<file path="src/rtl/alu_issue_ctrl_if.sv">
// Bundle of the sequencer-facing request/response channels and the ALU drive/return wires.
// valid/ready: a transfer happens on a rising edge where valid and ready are both 1; the
// sender holds its payload stable from asserting valid until that edge.
interface alu_issue_ctrl_if #(
    parameter int WIDTH = 23
);
    logic             req_valid;
    logic             req_ready;
    logic [WIDTH:0]   req_a;
    logic [WIDTH:0]   req_b;
    logic [1:0]       req_op;
    logic             req_ci;

    logic [WIDTH:0]   alu_a;
    logic [WIDTH:0]   alu_b;
    logic [1:0]       alu_op;
    logic             alu_ci;
    logic [WIDTH:0]   alu_out;
    logic             alu_co;
    logic             alu_neg;
    logic             alu_zero;
    logic             alu_carry;
    logic             alu_ovf;

    logic             rsp_valid;
    logic             rsp_ready;
    logic [WIDTH:0]   rsp_result;
    logic [3:0]       rsp_flags;
    logic             rsp_co;
    logic             rsp_err;

    logic [3:0]       status_nzcv;
    logic [15:0]      ops_done;

    modport master (
        output req_valid, req_a, req_b, req_op, req_ci, rsp_ready,
        input  req_ready, rsp_valid, rsp_result, rsp_flags, rsp_co, rsp_err,
               status_nzcv, ops_done
    );

    modport slave (
        input  req_valid, req_a, req_b, req_op, req_ci, rsp_ready,
               alu_out, alu_co, alu_neg, alu_zero, alu_carry, alu_ovf,
        output req_ready, rsp_valid, rsp_result, rsp_flags, rsp_co, rsp_err,
               status_nzcv, ops_done, alu_a, alu_b, alu_op, alu_ci
    );

    modport alu (
        input  alu_a, alu_b, alu_op, alu_ci,
        output alu_out, alu_co, alu_neg, alu_zero, alu_carry, alu_ovf
    );
endinterface

</file>
<file path="src/rtl/alu_issue_ctrl.sv">
// Issues one operation at a time to a combinational ALU, holds its inputs for a settle
// window, captures result/flags and returns them; keeps sticky NZCV and a completion count.
module alu_issue_ctrl #(
    parameter int WIDTH  = 23,
    parameter int SETTLE = 2
) (
    input  logic            clk,
    input  logic            rst,
    alu_issue_ctrl_if.slave bus,
    output logic [1:0]      state_o
);
    localparam int SETTLE_EFF = (SETTLE < 1) ? 1 : SETTLE;
    localparam int CW         = (SETTLE_EFF > 1) ? $clog2(SETTLE_EFF) : 1;
    localparam logic [CW-1:0] CNT_LOAD = CW'(SETTLE_EFF - 1);

    typedef enum logic [1:0] {
        IDLE  = 2'd0,
        DRIVE = 2'd1,
        RESP  = 2'd2
    } state_t;

    state_t         state_q;
    logic [CW-1:0]  cnt_q;
    logic [CW-1:0]  cnt_d;
    logic [WIDTH:0] alu_a_q;
    logic [WIDTH:0] alu_b_q;
    logic [1:0]     alu_op_q;
    logic           alu_ci_q;
    logic           req_ready_q;
    logic           rsp_valid_q;
    logic [WIDTH:0] rsp_result_q;
    logic [3:0]     rsp_flags_q;
    logic           rsp_co_q;
    logic           rsp_err_q;
    logic [3:0]     status_q;
    logic [15:0]    ops_done_q;
    logic [15:0]    ops_done_d;
    logic           req_legal;

    // Illegal opcode and divide-by-zero are rejected without touching the ALU.
    always_comb begin
        req_legal  = (bus.req_op != 2'b11) &&
                     !((bus.req_op == 2'b10) && (bus.req_b == '0));
        cnt_d      = cnt_q - 1'b1;
        ops_done_d = ops_done_q + 16'd1;
    end

    always_ff @(posedge clk or posedge rst) begin
        if (rst) begin
            state_q      <= IDLE;
            cnt_q        <= '0;
            alu_a_q      <= '0;
            alu_b_q      <= '0;
            alu_op_q     <= '0;
            alu_ci_q     <= 1'b0;
            req_ready_q  <= 1'b1;
            rsp_valid_q  <= 1'b0;
            rsp_result_q <= '0;
            rsp_flags_q  <= '0;
            rsp_co_q     <= 1'b0;
            rsp_err_q    <= 1'b0;
            status_q     <= '0;
            ops_done_q   <= '0;
        end else begin
            case (state_q)
                IDLE: begin
                    if (bus.req_valid) begin
                        req_ready_q <= 1'b0;
                        if (req_legal) begin
                            alu_a_q  <= bus.req_a;
                            alu_b_q  <= bus.req_b;
                            alu_op_q <= bus.req_op;
                            alu_ci_q <= bus.req_ci;
                            cnt_q    <= CNT_LOAD;
                            state_q  <= DRIVE;
                        end else begin
                            rsp_result_q <= '0;
                            rsp_flags_q  <= '0;
                            rsp_co_q     <= 1'b0;
                            rsp_err_q    <= 1'b1;
                            rsp_valid_q  <= 1'b1;
                            state_q      <= RESP;
                        end
                    end
                end
                DRIVE: begin
                    if (cnt_q == '0) begin
                        rsp_result_q <= bus.alu_out;
                        rsp_flags_q  <= {bus.alu_neg, bus.alu_zero, bus.alu_carry, bus.alu_ovf};
                        status_q     <= {bus.alu_neg, bus.alu_zero, bus.alu_carry, bus.alu_ovf};
                        rsp_co_q     <= bus.alu_co;
                        rsp_err_q    <= 1'b0;
                        rsp_valid_q  <= 1'b1;
                        state_q      <= RESP;
                    end else begin
                        cnt_q <= cnt_d;
                    end
                end
                RESP: begin
                    if (bus.rsp_ready) begin
                        rsp_valid_q <= 1'b0;
                        req_ready_q <= 1'b1;
                        ops_done_q  <= ops_done_d;
                        state_q     <= IDLE;
                    end
                end
                default: begin
                    rsp_valid_q <= 1'b0;
                    req_ready_q <= 1'b1;
                    state_q     <= IDLE;
                end
            endcase
        end
    end

    assign bus.req_ready   = req_ready_q;
    assign bus.alu_a       = alu_a_q;
    assign bus.alu_b       = alu_b_q;
    assign bus.alu_op      = alu_op_q;
    assign bus.alu_ci      = alu_ci_q;
    assign bus.rsp_valid   = rsp_valid_q;
    assign bus.rsp_result  = rsp_result_q;
    assign bus.rsp_flags   = rsp_flags_q;
    assign bus.rsp_co      = rsp_co_q;
    assign bus.rsp_err     = rsp_err_q;
    assign bus.status_nzcv = status_q;
    assign bus.ops_done    = ops_done_q;
    assign state_o         = state_q;
endmodule

</file>
<file path="src/flat_wrapper.sv">
// flat-port wrapper written by rule: the top's interface ports become plain ports
module alu_issue_ctrl_flat 
#(
    parameter int WIDTH  = 23,
    parameter int SETTLE = 2
)
  (clk, rst, state_o, bus_req_valid, bus_req_a, bus_req_b, bus_req_op, bus_req_ci, bus_rsp_ready, bus_alu_out, bus_alu_co, bus_alu_neg, bus_alu_zero, bus_alu_carry, bus_alu_ovf, bus_req_ready, bus_rsp_valid, bus_rsp_result, bus_rsp_flags, bus_rsp_co, bus_rsp_err, bus_status_nzcv, bus_ops_done, bus_alu_a, bus_alu_b, bus_alu_op, bus_alu_ci);
  alu_issue_ctrl_if #(.WIDTH(WIDTH)) bus_i ();
  input  logic clk;
  input  logic rst;
  output logic [1:0] state_o;
  input wire logic [$bits(bus_i.req_valid)-1:0] bus_req_valid;
  input wire logic [$bits(bus_i.req_a)-1:0] bus_req_a;
  input wire logic [$bits(bus_i.req_b)-1:0] bus_req_b;
  input wire logic [$bits(bus_i.req_op)-1:0] bus_req_op;
  input wire logic [$bits(bus_i.req_ci)-1:0] bus_req_ci;
  input wire logic [$bits(bus_i.rsp_ready)-1:0] bus_rsp_ready;
  input wire logic [$bits(bus_i.alu_out)-1:0] bus_alu_out;
  input wire logic [$bits(bus_i.alu_co)-1:0] bus_alu_co;
  input wire logic [$bits(bus_i.alu_neg)-1:0] bus_alu_neg;
  input wire logic [$bits(bus_i.alu_zero)-1:0] bus_alu_zero;
  input wire logic [$bits(bus_i.alu_carry)-1:0] bus_alu_carry;
  input wire logic [$bits(bus_i.alu_ovf)-1:0] bus_alu_ovf;
  output wire logic [$bits(bus_i.req_ready)-1:0] bus_req_ready;
  output wire logic [$bits(bus_i.rsp_valid)-1:0] bus_rsp_valid;
  output wire logic [$bits(bus_i.rsp_result)-1:0] bus_rsp_result;
  output wire logic [$bits(bus_i.rsp_flags)-1:0] bus_rsp_flags;
  output wire logic [$bits(bus_i.rsp_co)-1:0] bus_rsp_co;
  output wire logic [$bits(bus_i.rsp_err)-1:0] bus_rsp_err;
  output wire logic [$bits(bus_i.status_nzcv)-1:0] bus_status_nzcv;
  output wire logic [$bits(bus_i.ops_done)-1:0] bus_ops_done;
  output wire logic [$bits(bus_i.alu_a)-1:0] bus_alu_a;
  output wire logic [$bits(bus_i.alu_b)-1:0] bus_alu_b;
  output wire logic [$bits(bus_i.alu_op)-1:0] bus_alu_op;
  output wire logic [$bits(bus_i.alu_ci)-1:0] bus_alu_ci;
  assign bus_i.req_valid = bus_req_valid;
  assign bus_i.req_a = bus_req_a;
  assign bus_i.req_b = bus_req_b;
  assign bus_i.req_op = bus_req_op;
  assign bus_i.req_ci = bus_req_ci;
  assign bus_i.rsp_ready = bus_rsp_ready;
  assign bus_i.alu_out = bus_alu_out;
  assign bus_i.alu_co = bus_alu_co;
  assign bus_i.alu_neg = bus_alu_neg;
  assign bus_i.alu_zero = bus_alu_zero;
  assign bus_i.alu_carry = bus_alu_carry;
  assign bus_i.alu_ovf = bus_alu_ovf;
  assign bus_req_ready = bus_i.req_ready;
  assign bus_rsp_valid = bus_i.rsp_valid;
  assign bus_rsp_result = bus_i.rsp_result;
  assign bus_rsp_flags = bus_i.rsp_flags;
  assign bus_rsp_co = bus_i.rsp_co;
  assign bus_rsp_err = bus_i.rsp_err;
  assign bus_status_nzcv = bus_i.status_nzcv;
  assign bus_ops_done = bus_i.ops_done;
  assign bus_alu_a = bus_i.alu_a;
  assign bus_alu_b = bus_i.alu_b;
  assign bus_alu_op = bus_i.alu_op;
  assign bus_alu_ci = bus_i.alu_ci;
  alu_issue_ctrl #(.WIDTH(WIDTH), .SETTLE(SETTLE)) u_core (.clk(clk), .rst(rst), .bus(bus_i), .state_o(state_o));
endmodule
</file>
<file path="config.mk">
export PLATFORM = sky130hd
export DESIGN_NAME = alu_issue_ctrl_flat
export DESIGN_NICKNAME = d
export VERILOG_FILES = /design/src/rtl/alu_issue_ctrl_if.sv /design/src/rtl/alu_issue_ctrl.sv /design/src/flat_wrapper.sv
export SDC_FILE = /design/constraint.sdc
export NUM_CORES = 1
export LEC_CHECK = 0
export CORE_ASPECT_RATIO = 0.8
export CORE_MARGIN = 2
export CORE_UTILIZATION = 34
export CTS_CLUSTER_DIAMETER = 30
export DETAILED_ROUTE_END_ITERATION = 8
export PLACE_DENSITY = 0.65
export SYNTH_ARGS = -nofsm -noshare
export SYNTH_HDL_FRONTEND = slang
export SYNTH_SLANG_ARGS = --single-unit
</file>
<file path="constraint.sdc">
create_clock -name clk -period 5.45 [get_ports clk]
set_clock_uncertainty 0.1 [all_clocks]
set_input_delay 0.8175 -clock clk [delete_from_list [all_inputs] [get_ports clk]]
set_output_delay 0.8175 -clock clk [all_outputs]
set_load 0.1 [all_outputs]
</file>
==> impl_metrics.tcl, run 1 <==
set metrics [dict create \
    report.final.slew_viol_count 0 \
    finalSetupTns_ns 0 \
    grt_setup_unrepaired "false" \
    finalSetupViolations 0 \
    critPathSlowestCell "o211ai_4" \
    path_buf_inv 2 \
    wl_per_cell_um 15.6 \
    port_buffers 188 \
    die-area_um2 14000 \
    worstPathRequired_ns 5.57 \
    synth_edf_count 0 \
    yosys_warnings 0 \
    layout_setup_ws_ns 1.93 \
    place_hpwl_mm 8.06 \
    firstDrtPassIters 4 \
    drt_iter0_markers 106 \
    drc 0 \
    antennaDiodeCount 0 \
    avgSynthCellArea_um2 12.5 \
    max_freq_mhz 284 \
    start_util_pct 34.7 \
    placed_cells 706 \
    max-cap-violations 0 \
    ctsHoldBuffers 0 \
    fin_cells 722 \
    via_per_inst 4.75 \
    holdCritStartpoint "u_core.bus.ops_done[15]$_DFFE_PP0P_" \
    run_status "complete, no violations" \
    track_usage_pct 16.5 \
    layout-drive-gt1-share_pct 13.3 \
    cts_setup_buffers 0 \
    fillers 1124 \
    post-route-min-period_ns 3.52 \
    netlist_instances 356 \
    nets 627 \
    arrival_ns 3.64 \
    worstSetupPathType "input port to flop" \
    path_cells "clkdlybuf4s50_1 > nor4_1 > nand3_1 > o211ai_4 > buf_4 > mux2_2" \
    synth.yosys.seq_area_share_pct 59.8 \
    critPathLaunchType "input port" \
    syn_nets 441 \
    cts_tree "yes" \
    grt_max_degree 69 \
    hold_viol 0 \
    coreArea_um2 12800 \
    final_common_cell "clkdlybuf4s50_1" \
    detail-route-antenna-nets 0 \
    cts_root_buffer "clkbuf_16" \
    die_w_um 132 \
    gp_congestion 0.768 \
    cts_resized 0 \
    grt_pass1_vias 3447 \
    critPathCaptureType "flop" \
    final_cell_mix "clkdlybuf4s50_1, dfrtp_1, mux2_2" \
    rows 37 \
    worst_pin_slew_ns 1.12 \
    syn_area_um2 4430 \
    clock_path_buffers 2 \
    synth-main-ff-cell "dfrtp_1" \
    vias 3429 \
    cp-startpoint "bus_req_b[18]" \
    clk_latency_ns 0.34 \
    htree_levels 3 \
    critPathTopFamily "compound AO/OA/AOI/OAI gates" \
    crit_path_max_incr_delay_ns 0.89 \
    finalCritPeriodShare_pct 64.5 \
    wirelength_mm 11.2 \
    tritoncts.num_buffers 9 \
    grt_pass1_wl_mm 18.4 \
    die_y_um 106 \
    area_delta_synth_final_pct 53.5 \
    antenna_found_initial 0 \
    timing.rr.start "u_core.state_o[1]$_DFFE_PP0P_" \
    dpl_worst_slack_ns 1.53 \
    crit_fanout 30 \
    cts.clk_slew.worst_paths_ns 0.07 \
    async_reset_ff_share_pct 100 \
    relSlewSlack_pct 25.3 \
    hold_class "flop to flop" \
    cts.sinks 106 \
    synth_cell_types 41 \
    ys_seq_elements 106 \
    io_pins 189 \
    grt-ovfl-total 0 \
]
-- cell families after synthesis --
kind of cell | share of synthesized area (%)
mux | 13.5
xor+xnor | 2.96
fa+ha+maj | 0.282
compound gates | 11.4
buf+inv | 4.91
flops | 59.8
simple gates | 7.14
-- sequential cells by signal, indices dropped and copies added, names as in the netlist, 2 cells and up --
signal / count
u_core.bus.rsp_result: 24
u_core.bus.alu_a: 24
u_core.bus.alu_op: 2
u_core.bus.alu_b: 24
u_core.bus.rsp_flags: 4
u_core.bus.ops_done: 16
u_core.state_o: 2
u_core.bus.status_nzcv: 4
-- cell type report --
cell class                 count  area, µm²  area share [%]
clock buffer                   9        225            3.31
sequential                   106       2650            39.0
timing repair buffer         192       1910            28.1
tap                          175        219            3.22
multi-input combinational    202       1580            23.3
clock inverter                 7       93.8            1.38
inverter                      31        119            1.75
-- synthesized netlist by cell type, drive strengths merged, types with 5 or more instances --
cell	number	area (µm²)
a21oi	15	75.1
a22oi	26	195
buf	10	73.8
clkbuf	7	27.5
dfrtp	105	2630
inv	31	116
mux2	53	597
nand2	8	30.0
nand3	6	30.0
nand4	6	43.8
nor2	9	33.8
nor4	5	43.8
o21ai	29	145
xnor2	10	87.6
xor2	5	43.8
-- per-stage QoR --
step	hold WS, ns	instance area [µm²]	util [%]
6_report	0.380	6810	53.3
5_1_grt	0.400	6810	53.3
4_1_cts	0.380	6810	53.3
3_5_place_dp	0.369	6490	50.8
3_3_place_gp	0.359	6490	50.8
2_1_floorplan	0.427	4430	-
-- final timing paths --
check                                                       to  slack, ns  depth (start not counted)
max                           u_core.bus.alu_a[17]$_DFFE_PP0P_       1.93                          6
min                        u_core.bus.ops_done[15]$_DFFE_PP0P_       0.38                          1
max reg2reg                    u_core.bus.alu_a[4]$_DFFE_PP0P_       3.13                          4
min reg2reg                u_core.bus.ops_done[15]$_DFFE_PP0P_       0.38                          1
max in group asynchronous     u_core.bus.alu_a[22]$_DFFE_PP0P_       3.32                          3
min in group asynchronous  u_core.bus.ops_done[14]$_DFFE_PP0P_       0.89                          2
-- metal layers --
| metal | GRT usage, % | vias up | wire (µm) |
|---|---|---|---|
| li1 | - | 1630 | - |
| met1 | 21.9 | 1680 | 5050 |
| met2 | 25.6 | 107 | 5270 |
| met3 | 5.87 | 12 | 798 |
| met4 | 4.27 | 0 | 126 |
| met5 | 0 | - | 0 |
Power of run 1 is not shown: default switching activity piles up to over one toggle a cycle in this logic, so the estimate is an artifact.
==> inputs of run 2 (changes only) <==
Clock period 5.45 ns to 3.55 ns, I/O delays scaled along.
==> impl_metrics.tcl, run 2 (synthesis results as in run 1) <==
set metrics [dict create \
    grt_setup_unrepaired "false" \
    grt_max_degree 50 \
    critPathSlowestCell "clkdlybuf4s50_1" \
    whs_path_depth 1 \
    fin_cells 724 \
    hold_viol 0 \
    finalSetupTns_ns 0 \
    ctsHoldBuffers 0 \
    die-area_um2 14000 \
    place_hpwl_mm 7.91 \
    track_usage_pct 15.7 \
    wl_per_cell_um 15.0 \
    arrival_ns 1.98 \
    path_buf_inv 1 \
    relSlewSlack_pct 32.3 \
    port_buffers 188 \
    io_pins 189 \
    layout_setup_ws_ns 0.938 \
    fillers 1141 \
    reg2reg_depth 6 \
    gp_congestion 0.740 \
    clk_latency_ns 0.34 \
    clock_path_buffers 2 \
    drt_iter0_markers 127 \
    grt-ovfl-total 0 \
    firstDrtPassIters 4 \
    cp-startpoint "u_core.bus.ops_done[3]$_DFFE_PP0P_" \
    max_freq_mhz 383 \
    die_w_um 132 \
    htree_levels 3 \
    cts_setup_buffers 0 \
    tritoncts.num_buffers 9 \
    area_delta_synth_final_pct 53.3 \
    finalCritPeriodShare_pct 73.6 \
    cts.sinks 106 \
    die_y_um 106 \
    reg2reg_slack_ns 1.51 \
    worstSetupPathType "flop to output pin" \
    post-route-min-period_ns 2.61 \
    rr_endpoint "u_core.bus.rsp_result[9]$_DFFE_PP0P_" \
    report.final.slew_viol_count 0 \
    antennaDiodeCount 0 \
    run_status "complete, no violations" \
    layout-drive-gt1-share_pct 14.2 \
    start_util_pct 34.7 \
    antenna_found_initial 0 \
    critPathCaptureType "output pin" \
    vias 3444 \
    drc 0 \
    worst_pin_slew_ns 1.01 \
    max-cap-violations 0 \
    path_cells "clkdlybuf4s50_1" \
    final_common_cell "clkdlybuf4s50_1" \
    critPathTopFamily "buffers and inverters" \
    min_to "u_core.bus.ops_done[15]$_DFFE_PP0P_" \
    nets 629 \
    wirelength_mm 10.9 \
    coreArea_um2 12800 \
    cts_root_buffer "clkbuf_16" \
    worstPathRequired_ns 2.92 \
    cts.clk_slew.worst_paths_ns 0.07 \
    final_cell_mix "clkdlybuf4s50_1, dfrtp_1, mux2_2" \
    fin_util_pct 53.2 \
    finalSetupViolations 0 \
    cts_resized 0 \
    grt_pass1_vias 3507 \
    placed_cells 708 \
    detail-route-antenna-nets 0 \
    critPathLaunchType "flop" \
    via_per_inst 4.76 \
    crit_path_max_incr_delay_ns 1.18 \
    cts_tree "yes" \
    crit_fanout 7 \
    hold_class "flop to flop" \
    dpl_worst_slack_ns 0.663 \
    holdCritStartpoint "u_core.bus.ops_done[15]$_DFFE_PP0P_" \
    grt_pass1_wl_mm 17.7 \
    rows 37 \
    timing.rr.start "u_core.state_o[0]$_DFFE_PP0P_" \
]
[run 2: cell types whose count changed in the layout (fill, tap and decap cells not counted)]
cell,before,now
inv_6,0,1
clkinvlp_4,2,3
bufinv_16,2,1
clkinv_4,1,0
clkbuf_1,0,1
clkinv_2,2,1
buf_12,0,1
buf_4,4,9
clkdlybuf4s50_1,188,184
[run 2: worst max-delay path by stage]
stage	end	slack, ns	depth (start not counted)
final	bus_ops_done[3]	0.94	1
after global routing	bus_ops_done[3]	0.88	1
after CTS	bus_ops_done[3]	0.93	1
after detailed placement	u_core.bus.alu_b[13]$_DFFE_PP0P_	0.66	6
after global placement	u_core.bus.alu_b[5]$_DFFE_PP0P_	0.73	6
after floorplan	u_core.bus.alu_a[0]$_DFFE_PP0P_	0.13	1
[run 2: worst reg2reg max path, delay by kind of cell, from the launching register on]
kind / cells / cell delay [ns]
DFF: 1 / 0.54
buffers and inverters: 2 / 0.66
and+or+nand+nor: 2 / 0.30
AOI/OAI and AO/OA: 2 / 0.32
[run 2: layout make-up]
type | count | area, µm² | share of cell area [%]
sequential | 106 | 2650 | 39.0
timing repair buffer | 194 | 1930 | 28.4
multi-input combinational | 202 | 1580 | 23.3
clock buffer | 10 | 229 | 3.37
tap | 175 | 219 | 3.22
inverter | 31 | 119 | 1.75
clock inverter | 6 | 66.3 | 0.975
[run 2: layer usage]
| metal | wire length, µm | up-vias | GRT usage [%] |
|---|---|---|---|
| met2 | 5330 | 110 | 26.5 |
| li1 | - | 1631 | - |
| met1 | 4640 | 1692 | 19.5 |
| met5 | 0 | - | 0 |
| met4 | 86 | 0 | 3.65 |
| met3 | 806 | 11 | 5.58 |
[run 2: stage by stage]
step                      hold slack (ns)  instance area, µm²
after CTS                           0.375                6800
after floorplan                     0.427                4430
after global routing                0.390                6800
after detailed placement            0.365                6500
final                               0.369                6800
after global placement              0.361                6500
Power of run 2 is left out for the same reason.
==> inputs of run 3 (changes only) <==
Clock period 3.55 ns to 2.7 ns, I/O delays scaled along.
==> impl_metrics.tcl, run 3 (synthesis results as in run 1) <==
set metrics [dict create \
    worstPathRequired_ns 2.82 \
    reg2reg_slack_ns 0.82 \
    port_buffers 188 \
    max_freq_mhz 454 \
    reg2reg_depth 4 \
    grt_pass1_vias 3606 \
    relSlewSlack_pct 72.0 \
    fin_util_pct 51.7 \
    grt_pass1_wl_mm 18.0 \
    worstSetupPathType "input port to flop" \
    htree_levels 3 \
    gp_congestion 0.763 \
    die_w_um 132 \
    die-area_um2 14000 \
    drc 0 \
    grt-ovfl-total 0 \
    antennaDiodeCount 0 \
    report.final.slew_viol_count 0 \
    place_hpwl_mm 8.11 \
    start_util_pct 34.7 \
    ctsHoldBuffers 0 \
    die_y_um 106 \
    post-route-min-period_ns 2.20 \
    timing.rr.start "u_core.state_o[1]$_DFFE_PP0P_" \
    cts_resized 0 \
    grt_setup_unrepaired "false" \
    track_usage_pct 15.9 \
    coreArea_um2 12800 \
    detail-route-antenna-nets 0 \
    max-cap-violations 0 \
    cts.clk_slew.worst_paths_ns 0.07 \
    grt_max_degree 62 \
    placed_cells 713 \
    finalCritPeriodShare_pct 81.5 \
    path_cells "clkdlybuf4s50_1 > nor4_2 > nand4_2 > o211ai_4 > buf_12 > mux2_2" \
    clk_latency_ns 0.34 \
    critPathLaunchType "input port" \
    critPathCaptureType "flop" \
    area.sequential_um2 2650 \
    nets 634 \
    finalSetupTns_ns 0 \
    run_status "complete, no violations" \
    cts_root_buffer "clkbuf_16" \
    rr_endpoint "u_core.bus.alu_a[5]$_DFFE_PP0P_" \
    hold_viol 0 \
    rows 37 \
    hold_class "input port to async pin" \
    final_cell_mix "buf_4, dfrtp_1, clkdlybuf4s50_1" \
    drt_iter0_markers 144 \
    cts.sinks 106 \
    tritoncts.num_buffers 9 \
    vias 3476 \
    fillers 1153 \
    finalSetupViolations 0 \
    cts_tree "yes" \
    crit_fanout 49 \
    firstDrtPassIters 4 \
    crit_path_max_incr_delay_ns 0.42 \
    multi_input_area_um2 1580 \
    worst_pin_slew_ns 0.420 \
    layout-drive-gt1-share_pct 33.2 \
    io_pins 189 \
    antenna_found_initial 0 \
    wirelength_mm 11.2 \
    critPathSlowestCell "clkdlybuf4s50_1" \
    final_common_cell "buf_4" \
    area_delta_synth_final_pct 49.1 \
    fin_cells 729 \
    wl_per_cell_um 15.3 \
    arrival_ns 2.32 \
    cts_setup_buffers 0 \
    clock_path_buffers 2 \
    via_per_inst 4.77 \
]
run 3: per-stage QoR:
stage / area [µm²] / setup WS, ns / hold WS (ns)
after floorplan: 4440 / 0.243 / 0.403
after global placement: 6310 / 0.133 / 0.365
after detailed placement: 6310 / 0.0869 / 0.378
after CTS: 6610 / 0.453 / 0.205
after global routing: 6610 / 0.394 / 0.208
final: 6610 / 0.499 / 0.218
run 3: final cells by class:
type | instances | share of cell area, %
timing repair buffer | 199 | 26.3
clock inverter | 6 | 1.02
sequential | 106 | 40.1
clock buffer | 10 | 3.46
inverter | 31 | 1.82
tap | 175 | 3.31
multi-input combinational | 202 | 23.9
run 3: worst max-delay path, delay by kind of cell:
kind            cells  cell delay [ns]
simple gates        2             0.58
mux                 1             0.38
compound gates      1             0.23
buf+inv             2             0.71
run 3: how the worst max path moves through the flow:
stage	startpoint	endpoint	slack, ns
after floorplan	u_core.state_o[1]$_DFFE_PP0P_	u_core.bus.ops_done[15]$_DFFE_PP0P_	0.24
after global placement	bus_req_b[0]	u_core.bus.alu_a[12]$_DFFE_PP0P_	0.13
after detailed placement	bus_req_b[0]	u_core.bus.alu_a[11]$_DFFE_PP0P_	0.09
after CTS	bus_req_b[0]	u_core.bus.alu_b[13]$_DFFE_PP0P_	0.45
after global routing	bus_req_b[5]	u_core.bus.alu_b[13]$_DFFE_PP0P_	0.39
final	bus_req_b[0]	u_core.bus.alu_b[13]$_DFFE_PP0P_	0.50
run 3: metal layers:
layer | track usage (%) | routed length (µm) | vias to the layer above
met5 | 0 | 0 | -
met2 | 26.4 | 5370 | 113
li1 | - | - | 1643
met4 | 3.73 | 119 | 0
met1 | 20.2 | 4900 | 1709
met3 | 5.48 | 787 | 11
Power of run 3 is left out for the same reason.
